==> config.mk <==
export PLATFORM = sky130hd
export DESIGN_NAME = poker_hand_loader_flat
export DESIGN_NICKNAME = d
export VERILOG_FILES = /design/src/rtl/poker_pkg.sv /design/src/rtl/poker_hand_loader_if.sv /design/src/rtl/poker_card_check.sv /design/src/rtl/poker_hand_loader.sv /design/src/flat_wrapper.sv
export SDC_FILE = /design/constraint.sdc
export NUM_CORES = 1
export LEC_CHECK = 0
export ABC_AREA = 1
export BUFFER_PORTS_ARGS = -buffer_cell sky130_fd_sc_hd__clkbuf_2
export CAP_MARGIN = 20
export CELL_PAD_IN_SITES_DETAIL_PLACEMENT = 0
export CELL_PAD_IN_SITES_GLOBAL_PLACEMENT = 1
export CORE_UTILIZATION = 41
export DETAILED_ROUTE_END_ITERATION = 10
export GPL_TIMING_DRIVEN = 0
export PLACE_DENSITY_LB_ADDON = 0.1
export SYNTH_ARGS = -nofsm -noshare
export SYNTH_HDL_FRONTEND = slang
export SYNTH_SLANG_ARGS = --single-unit
==> constraint.sdc <==
create_clock -name clk -period 3.3 [get_ports clk]
set_input_delay 0.165 -clock clk [delete_from_list [all_inputs] [get_ports clk]]
set_output_delay 0.165 -clock clk [all_outputs]
set_load 0.02 [all_outputs]
==> src/rtl/poker_pkg.sv <==
// Shared types and constants for the poker hand classifier pipeline.
// A card is {suit, rank}; rank 1 is the ace and rank 13 is the king.
package poker_pkg;

    localparam int unsigned SUIT_W       = 2;
    localparam int unsigned RANK_W       = 4;
    localparam int unsigned CARD_W       = SUIT_W + RANK_W;
    localparam int unsigned RANK_MIN_DEF = 1;
    localparam int unsigned RANK_MAX_DEF = 13;
    localparam int unsigned HAND_SIZE    = 5;

    typedef logic [CARD_W-1:0] card_t;

    typedef enum logic [1:0] {
        ERR_NONE = 2'd0,
        ERR_RANK = 2'd1,
        ERR_DUP  = 2'd2
    } err_code_e;

    typedef enum logic {
        StCollect = 1'b0,
        StPresent = 1'b1
    } state_e;

endpackage

==> src/rtl/poker_hand_loader_if.sv <==
// Card intake and hand presentation bundle between the card source, the loader and the
// classifier. The master side offers cards and takes hands; the slave side is the loader.
interface poker_hand_loader_if #(
    parameter int unsigned HCNT_W = 8
);
    import poker_pkg::*;

    card_t             card_in;
    logic              card_valid;
    logic              card_ready;
    logic              flush;
    card_t             i0;
    card_t             i1;
    card_t             i2;
    card_t             i3;
    card_t             i4;
    logic              hand_valid;
    logic              hand_ready;
    logic [2:0]        count;
    logic              err;
    logic [1:0]        err_code;
    logic [HCNT_W-1:0] hands_done;

    modport master (
        output card_in, card_valid, flush, hand_ready,
        input  card_ready, i0, i1, i2, i3, i4, hand_valid, count, err, err_code, hands_done
    );

    modport slave (
        input  card_in, card_valid, flush, hand_ready,
        output card_ready, i0, i1, i2, i3, i4, hand_valid, count, err, err_code, hands_done
    );

endinterface

==> src/rtl/poker_card_check.sv <==
// Combinational legality check of an offered card: rank range and duplicate against the
// slots already filled (only indices below count are live).
module poker_card_check
    import poker_pkg::*;
#(
    parameter int unsigned RANK_MIN = RANK_MIN_DEF,
    parameter int unsigned RANK_MAX = RANK_MAX_DEF
) (
    input  card_t      card,
    input  card_t      slots [HAND_SIZE],
    input  logic [2:0] count,
    output logic       rank_ok,
    output logic       dup
);

    logic [RANK_W-1:0] rank;

    assign rank    = card[RANK_W-1:0];
    assign rank_ok = (rank >= RANK_W'(RANK_MIN)) && (rank <= RANK_W'(RANK_MAX));

    // Stale slot contents from earlier hands must not count as duplicates.
    always_comb begin
        dup = 1'b0;
        for (int k = 0; k < HAND_SIZE; k++) begin
            if ((3'(k) < count) && (slots[k] == card)) begin
                dup = 1'b1;
            end
        end
    end

endmodule

==> src/rtl/poker_hand_loader.sv <==
// Collects five legal, distinct cards into slots i0..i4 and presents them as one hand.
// Priority at each edge: reset > flush > consume > offer.
module poker_hand_loader
    import poker_pkg::*;
#(
    parameter int unsigned RANK_MIN = RANK_MIN_DEF,
    parameter int unsigned RANK_MAX = RANK_MAX_DEF,
    parameter int unsigned HCNT_W   = 8
) (
    input logic                clk,
    input logic                reset,
    poker_hand_loader_if.slave bus
);

    state_e            state_q;
    logic [2:0]        count_q;
    card_t             slots_q [HAND_SIZE];
    logic              err_q;
    err_code_e         err_code_q;
    logic [HCNT_W-1:0] hands_q;
    logic              rank_ok;
    logic              dup;

    poker_card_check #(
        .RANK_MIN (RANK_MIN),
        .RANK_MAX (RANK_MAX)
    ) u_check (
        .card    (bus.card_in),
        .slots   (slots_q),
        .count   (count_q),
        .rank_ok (rank_ok),
        .dup     (dup)
    );

    always_ff @(posedge clk) begin
        if (reset) begin
            state_q    <= StCollect;
            count_q    <= 3'd0;
            err_q      <= 1'b0;
            err_code_q <= ERR_NONE;
            hands_q    <= '0;
            for (int k = 0; k < HAND_SIZE; k++) begin
                slots_q[k] <= '0;
            end
        end else if (bus.flush) begin
            // Slots and the last error code survive a flush on purpose.
            state_q <= StCollect;
            count_q <= 3'd0;
            err_q   <= 1'b0;
        end else begin
            err_q <= 1'b0;
            case (state_q)
                StCollect: begin
                    if (bus.card_valid) begin
                        if (!rank_ok) begin
                            err_q      <= 1'b1;
                            err_code_q <= ERR_RANK;
                        end else if (dup) begin
                            err_q      <= 1'b1;
                            err_code_q <= ERR_DUP;
                        end else begin
                            for (int k = 0; k < HAND_SIZE; k++) begin
                                if (count_q == 3'(k)) begin
                                    slots_q[k] <= bus.card_in;
                                end
                            end
                            count_q    <= count_q + 3'd1;
                            err_code_q <= ERR_NONE;
                            if (count_q == 3'(HAND_SIZE - 1)) begin
                                state_q <= StPresent;
                            end
                        end
                    end
                end
                StPresent: begin
                    if (bus.hand_ready) begin
                        state_q <= StCollect;
                        count_q <= 3'd0;
                        hands_q <= hands_q + HCNT_W'(1);
                    end
                end
            endcase
        end
    end

    assign bus.card_ready = (state_q == StCollect);
    assign bus.hand_valid = (state_q == StPresent);
    assign bus.i0         = slots_q[0];
    assign bus.i1         = slots_q[1];
    assign bus.i2         = slots_q[2];
    assign bus.i3         = slots_q[3];
    assign bus.i4         = slots_q[4];
    assign bus.count      = count_q;
    assign bus.err        = err_q;
    assign bus.err_code   = err_code_q;
    assign bus.hands_done = hands_q;

endmodule

==> src/flat_wrapper.sv <==
// flat-port wrapper written by rule: the top's interface ports become plain ports
module poker_hand_loader_flat import poker_pkg::*;
#(
    parameter int unsigned RANK_MIN = RANK_MIN_DEF,
    parameter int unsigned RANK_MAX = RANK_MAX_DEF,
    parameter int unsigned HCNT_W   = 8
)
  (clk, reset, bus_card_in, bus_card_valid, bus_flush, bus_hand_ready, bus_card_ready, bus_i0, bus_i1, bus_i2, bus_i3, bus_i4, bus_hand_valid, bus_count, bus_err, bus_err_code, bus_hands_done);
  poker_hand_loader_if #(.HCNT_W(HCNT_W)) bus_i ();
  input logic clk;
  input logic reset;
  input wire logic [$bits(bus_i.card_in)-1:0] bus_card_in;
  input wire logic [$bits(bus_i.card_valid)-1:0] bus_card_valid;
  input wire logic [$bits(bus_i.flush)-1:0] bus_flush;
  input wire logic [$bits(bus_i.hand_ready)-1:0] bus_hand_ready;
  output wire logic [$bits(bus_i.card_ready)-1:0] bus_card_ready;
  output wire logic [$bits(bus_i.i0)-1:0] bus_i0;
  output wire logic [$bits(bus_i.i1)-1:0] bus_i1;
  output wire logic [$bits(bus_i.i2)-1:0] bus_i2;
  output wire logic [$bits(bus_i.i3)-1:0] bus_i3;
  output wire logic [$bits(bus_i.i4)-1:0] bus_i4;
  output wire logic [$bits(bus_i.hand_valid)-1:0] bus_hand_valid;
  output wire logic [$bits(bus_i.count)-1:0] bus_count;
  output wire logic [$bits(bus_i.err)-1:0] bus_err;
  output wire logic [$bits(bus_i.err_code)-1:0] bus_err_code;
  output wire logic [$bits(bus_i.hands_done)-1:0] bus_hands_done;
  assign bus_i.card_in = bus_card_in;
  assign bus_i.card_valid = bus_card_valid;
  assign bus_i.flush = bus_flush;
  assign bus_i.hand_ready = bus_hand_ready;
  assign bus_card_ready = bus_i.card_ready;
  assign bus_i0 = bus_i.i0;
  assign bus_i1 = bus_i.i1;
  assign bus_i2 = bus_i.i2;
  assign bus_i3 = bus_i.i3;
  assign bus_i4 = bus_i.i4;
  assign bus_hand_valid = bus_i.hand_valid;
  assign bus_count = bus_i.count;
  assign bus_err = bus_i.err;
  assign bus_err_code = bus_i.err_code;
  assign bus_hands_done = bus_i.hands_done;
  poker_hand_loader #(.RANK_MIN(RANK_MIN), .RANK_MAX(RANK_MAX), .HCNT_W(HCNT_W)) u_core (.clk(clk), .reset(reset), .bus(bus_i));
endmodule
==> run_results.csv <==
group,metric,value,unit
yosys,yosys_warnings,0,
yosys,synthesis.nets,398,
cells_and_area,drive_gt1_share,23.4,%
power_and_ir_drop,p_leak,0.00137,uW
critical_path,required,3.50,ns
power_and_ir_drop,switchingPower,291,uW
critical_path,cp_max_fo,10,
clocking,cts_resized,0,
timing,tns,0,ns
power_and_ir_drop,seqPwrFrac,52.9,%
yosys,yosysSeqAreaShare,34.3,%
cells_and_area,n_antenna_cell,0,
outcome,status,"finished, final reports clean",
yosys,synth_area_leaders,"dfxtp_1 (34%), nand2_1 (12%), nor2_1 (8.0%)",
place,dpl.cell_count,508,
yosys,postSynthAreaPerCell,6.85,um^2
timing,slew_headroom,68.4,%
yosys,synth_area,0.00263,mm^2
critical_path,path_class,"reg2reg",
global_route,grt.overflow.total,0,
floorplanning,row_count,28,
clocking,root_buffer,"clkbuf_8",
route,ant_nets,0,
timing,finalCritPeriodShare,55.2,%
route,avgViaCountPerCell,4.86,
global_route,track_usage,21.1,%
global_route,grt_pass1_wl,10.6,mm
cells_and_area,layout.cells.non_filler,515,
timing,max_freq,0.549,GHz
route,drt-total-wl,6.81,mm
yosys,synth.distinct_cells,30,
clocking,clkTransAtPathRegs,0.09,ns
hold_path,worst_hold_startpoint,"bus_card_in[0]",
cells_and_area,multi_input_area,0.00140,mm^2
run,drv_cap,0,
clocking,cts_inserted_buffers,5,
place,dp_hpwl,5.01,mm
critical_path,r2r-end,"u_core.bus.i4[4]$_SDFFE_PP0P_",
timing,slew_viol_final,0,
yosys,synth_top_area_share,34.3,%
hold_path,hold_depth,3,
timing,rsz0062_at_grt,"no",
clocking,ctsHoldBuffers,0,
power_and_ir_drop,power_frac_clock,33.4,%
critical_path,reg2reg_slack,1.48,ns
timing,fin_worst_skew,0.00651,ns
critical_path,endpoint_kind,"register",
clocking,post_cts_buffers,0,
route,wl_per_cell,13.2,um
route,drt_iter0_drc,96,
clocking,clock-sinks,45,
floorplanning,start_util,43.3,%
timing,hold_viol_final,0,
clocking,clock_path_buffers,2,
global_route,grt_antenna_before_repair,0,
cells_and_area,fill_cells,654,
floorplanning,ioPinCount,57,
route,dr.pass1.iters,5,
yosys,synth_seq_cells,45,
place,gp_congestion,0.785,
cells_and_area,seq_area,901,um^2
global_route,first_global_vias,2222,
yosys,synth_top_cell_by_area,"dfxtp_1",
floorplanning,die_h,82.0,um
timing,layout_min_cycle_time,1.82,ns
yosys,synthCells,383,
clocking,cts-htree-levels,2,
route,route.vias.total,2504,
critical_path,worstPathArrival,2.02,ns
power_and_ir_drop,powerDensity,347,mW/mm^2
timing,setup_violations,0,
power_and_ir_drop,power.internal,769,uW
critical_path,start_kind,"register",
floorplanning,dieArea,0.00673,mm^2
clocking,cts_tree,"done",
hold_path,min_path_type,"in2reg",
hold_path,min_to,"u_core.bus.i4[0]$_SDFFE_PP0P_",
power_and_ir_drop,power_switching_share,27.4,%
cells_and_area,fin_nets,455,
timing,tightest_slew,0.474,ns
floorplanning,die_w,82.0,um
power_and_ir_drop,comb_power_share,13.7,%
critical_path,r2r_cells,14,
power_and_ir_drop,ir_worst_vdd,0.000164,V
cells_and_area,syn2layout_area_growth,16.4,%
global_route,grt_max_degree,13,
place,portBuffers,50,
critical_path,timing.rr.start,"u_core.bus.count[1]$_SDFFE_PP0P_",
clocking,clk_latency,0.30,ns
floorplanning,core_area,0.00606,mm^2
route,drc_errors,0,
==> state kept, by name, summed over array words and instances, names as in the netlist, 2 cells and up <==
name                   flops
u_core.bus.i0              6
u_core.bus.i4              6
u_core.bus.i1              6
u_core.bus.err_code        2
u_core.bus.count           3
u_core.bus.hands_done      8
u_core.bus.i3              6
u_core.bus.i2              6
==> power groups by stage <==
stage          logic [uW]  clock network, uW  registers [uW]
2_1_floorplan        97.5                  0             582
3_3_place_gp          146                  0             573
3_5_place_dp          147                  0             573
4_1_cts               147                364             560
5_1_grt               162                379             562
6_report              145                354             560
==> cell families (layout without fill, tap and decap cells) <==
| kind of cell | count (synthesis) | in the layout | share of synthesized area, % |
|---|---|---|---|
| flip-flops | 45 | 45 | 34.3 |
| AO/OA/AOI/OAI | 43 | 43 | 8.63 |
| adder cells (fa/ha/maj) | 4 | 4 | 1.91 |
| XOR/XNOR | 17 | 17 | 5.67 |
| AND/OR/NAND/NOR | 212 | 212 | 37.1 |
| buffers and inverters | 62 | 119 | 12.4 |
==> per-stage QoR <==
| step | power [uW] | area (um^2) | setup slack [ns] | util (%) | hold WS [ns] |
|---|---|---|---|---|---|
| final | 1060 | 3060 | 1.48 | 50.4 | 0.174 |
| after global routing | 1100 | 3060 | 1.27 | 50.4 | 0.180 |
| after CTS | 1070 | 3060 | 1.46 | 50.4 | 0.170 |
| after detailed placement | 720 | 2970 | 1.48 | 49.0 | 0.447 |
| after global placement | 720 | 2970 | 1.49 | 49.0 | 0.440 |
| after floorplan | 680 | 2630 | 1.61 | - | 0.339 |
==> worst max path at each step <==
stage / startpoint / endpoint / slack [ns] / depth (start not counted)
after floorplan: u_core.bus.count[1]$_SDFFE_PP0P_ / u_core.bus.i4[3]$_SDFFE_PP0P_ / 1.61 / 14
after global placement: u_core.bus.count[1]$_SDFFE_PP0P_ / u_core.bus.i4[3]$_SDFFE_PP0P_ / 1.49 / 14
after detailed placement: u_core.bus.count[1]$_SDFFE_PP0P_ / u_core.bus.i4[2]$_SDFFE_PP0P_ / 1.48 / 14
after CTS: u_core.bus.count[1]$_SDFFE_PP0P_ / u_core.bus.i4[2]$_SDFFE_PP0P_ / 1.46 / 14
after global routing: u_core.bus.count[1]$_SDFFE_PP0P_ / u_core.bus.i4[2]$_SDFFE_PP0P_ / 1.27 / 14
final: u_core.bus.count[1]$_SDFFE_PP0P_ / u_core.bus.i4[4]$_SDFFE_PP0P_ / 1.48 / 14
==> cell usage in the layout (no fill, tap or decap), types with 3 or more instances in the layout <==
master / count
inv_1: 35
clkbuf_2: 50
a21oi_1: 30
clkbuf_8: 6
inv_4: 3
nor3_1: 5
nand4_1: 20
clkbuf_1: 5
o21ai_1: 5
ha_1: 4
buf_6: 10
nor2_1: 56
nand3_1: 20
xnor2_1: 9
nand2_2: 10
inv_2: 4
nor2_2: 10
nand2_1: 84
dfxtp_1: 45
xor2_1: 8
o21ai_0: 5
==> synth_stat cells <==
master,n
xor2_1,8
ha_1,4
xnor2_1,9
nor2_1,56
nor2_4,2
clkbuf_1,4
o21ai_0,5
a31oi_1,1
nor3b_1,1
buf_6,10
inv_2,4
inv_4,3
a211oi_1,1
a211oi_2,1
nor3_1,5
nand3_1,20
nand4_1,20
nor2_2,10
dfxtp_1,45
and2_1,1
clkinv_1,2
buf_2,2
o21ai_1,5
inv_1,35
nor3_4,1
nand2_2,10
buf_4,2
a21oi_1,30
nand2_1,84
nand3_2,2
==> worst max-delay path, cell delays in order (launching register included) <==
cell     delay (ns)
dfxtp_1        0.54
nand2_1        0.12
inv_2          0.12
nor2_1         0.05
nor2_1         0.09
nand2_1        0.07
nor2_2         0.10
nor2_1         0.08
nand2_2        0.11
nor2_2         0.04
nand2_2        0.09
buf_6          0.16
nand2_2        0.05
nand2_1        0.06
nor2_2         0.03
==> cell type report <==
| type | count | share of cell area (%) |
|---|---|---|
| well taps | 75 | 3.07 |
| clock buffers | 7 | 2.83 |
| inverters | 44 | 5.65 |
| multi-input cells | 276 | 45.8 |
| flip-flops and latches | 45 | 29.5 |
| repair buffers | 50 | 8.19 |
| plain buffers | 18 | 5.00 |
==> layer usage <==
layer  GRT usage [%]  up-vias  wire [um]
li1                -     1333          -
met1            27.6     1122       3330
met2            35.6       42       3180
met3            2.89        7        204
met4            6.84        0         91
met5               0        -          0
Note: power is estimated with default switching activity, not from simulation.
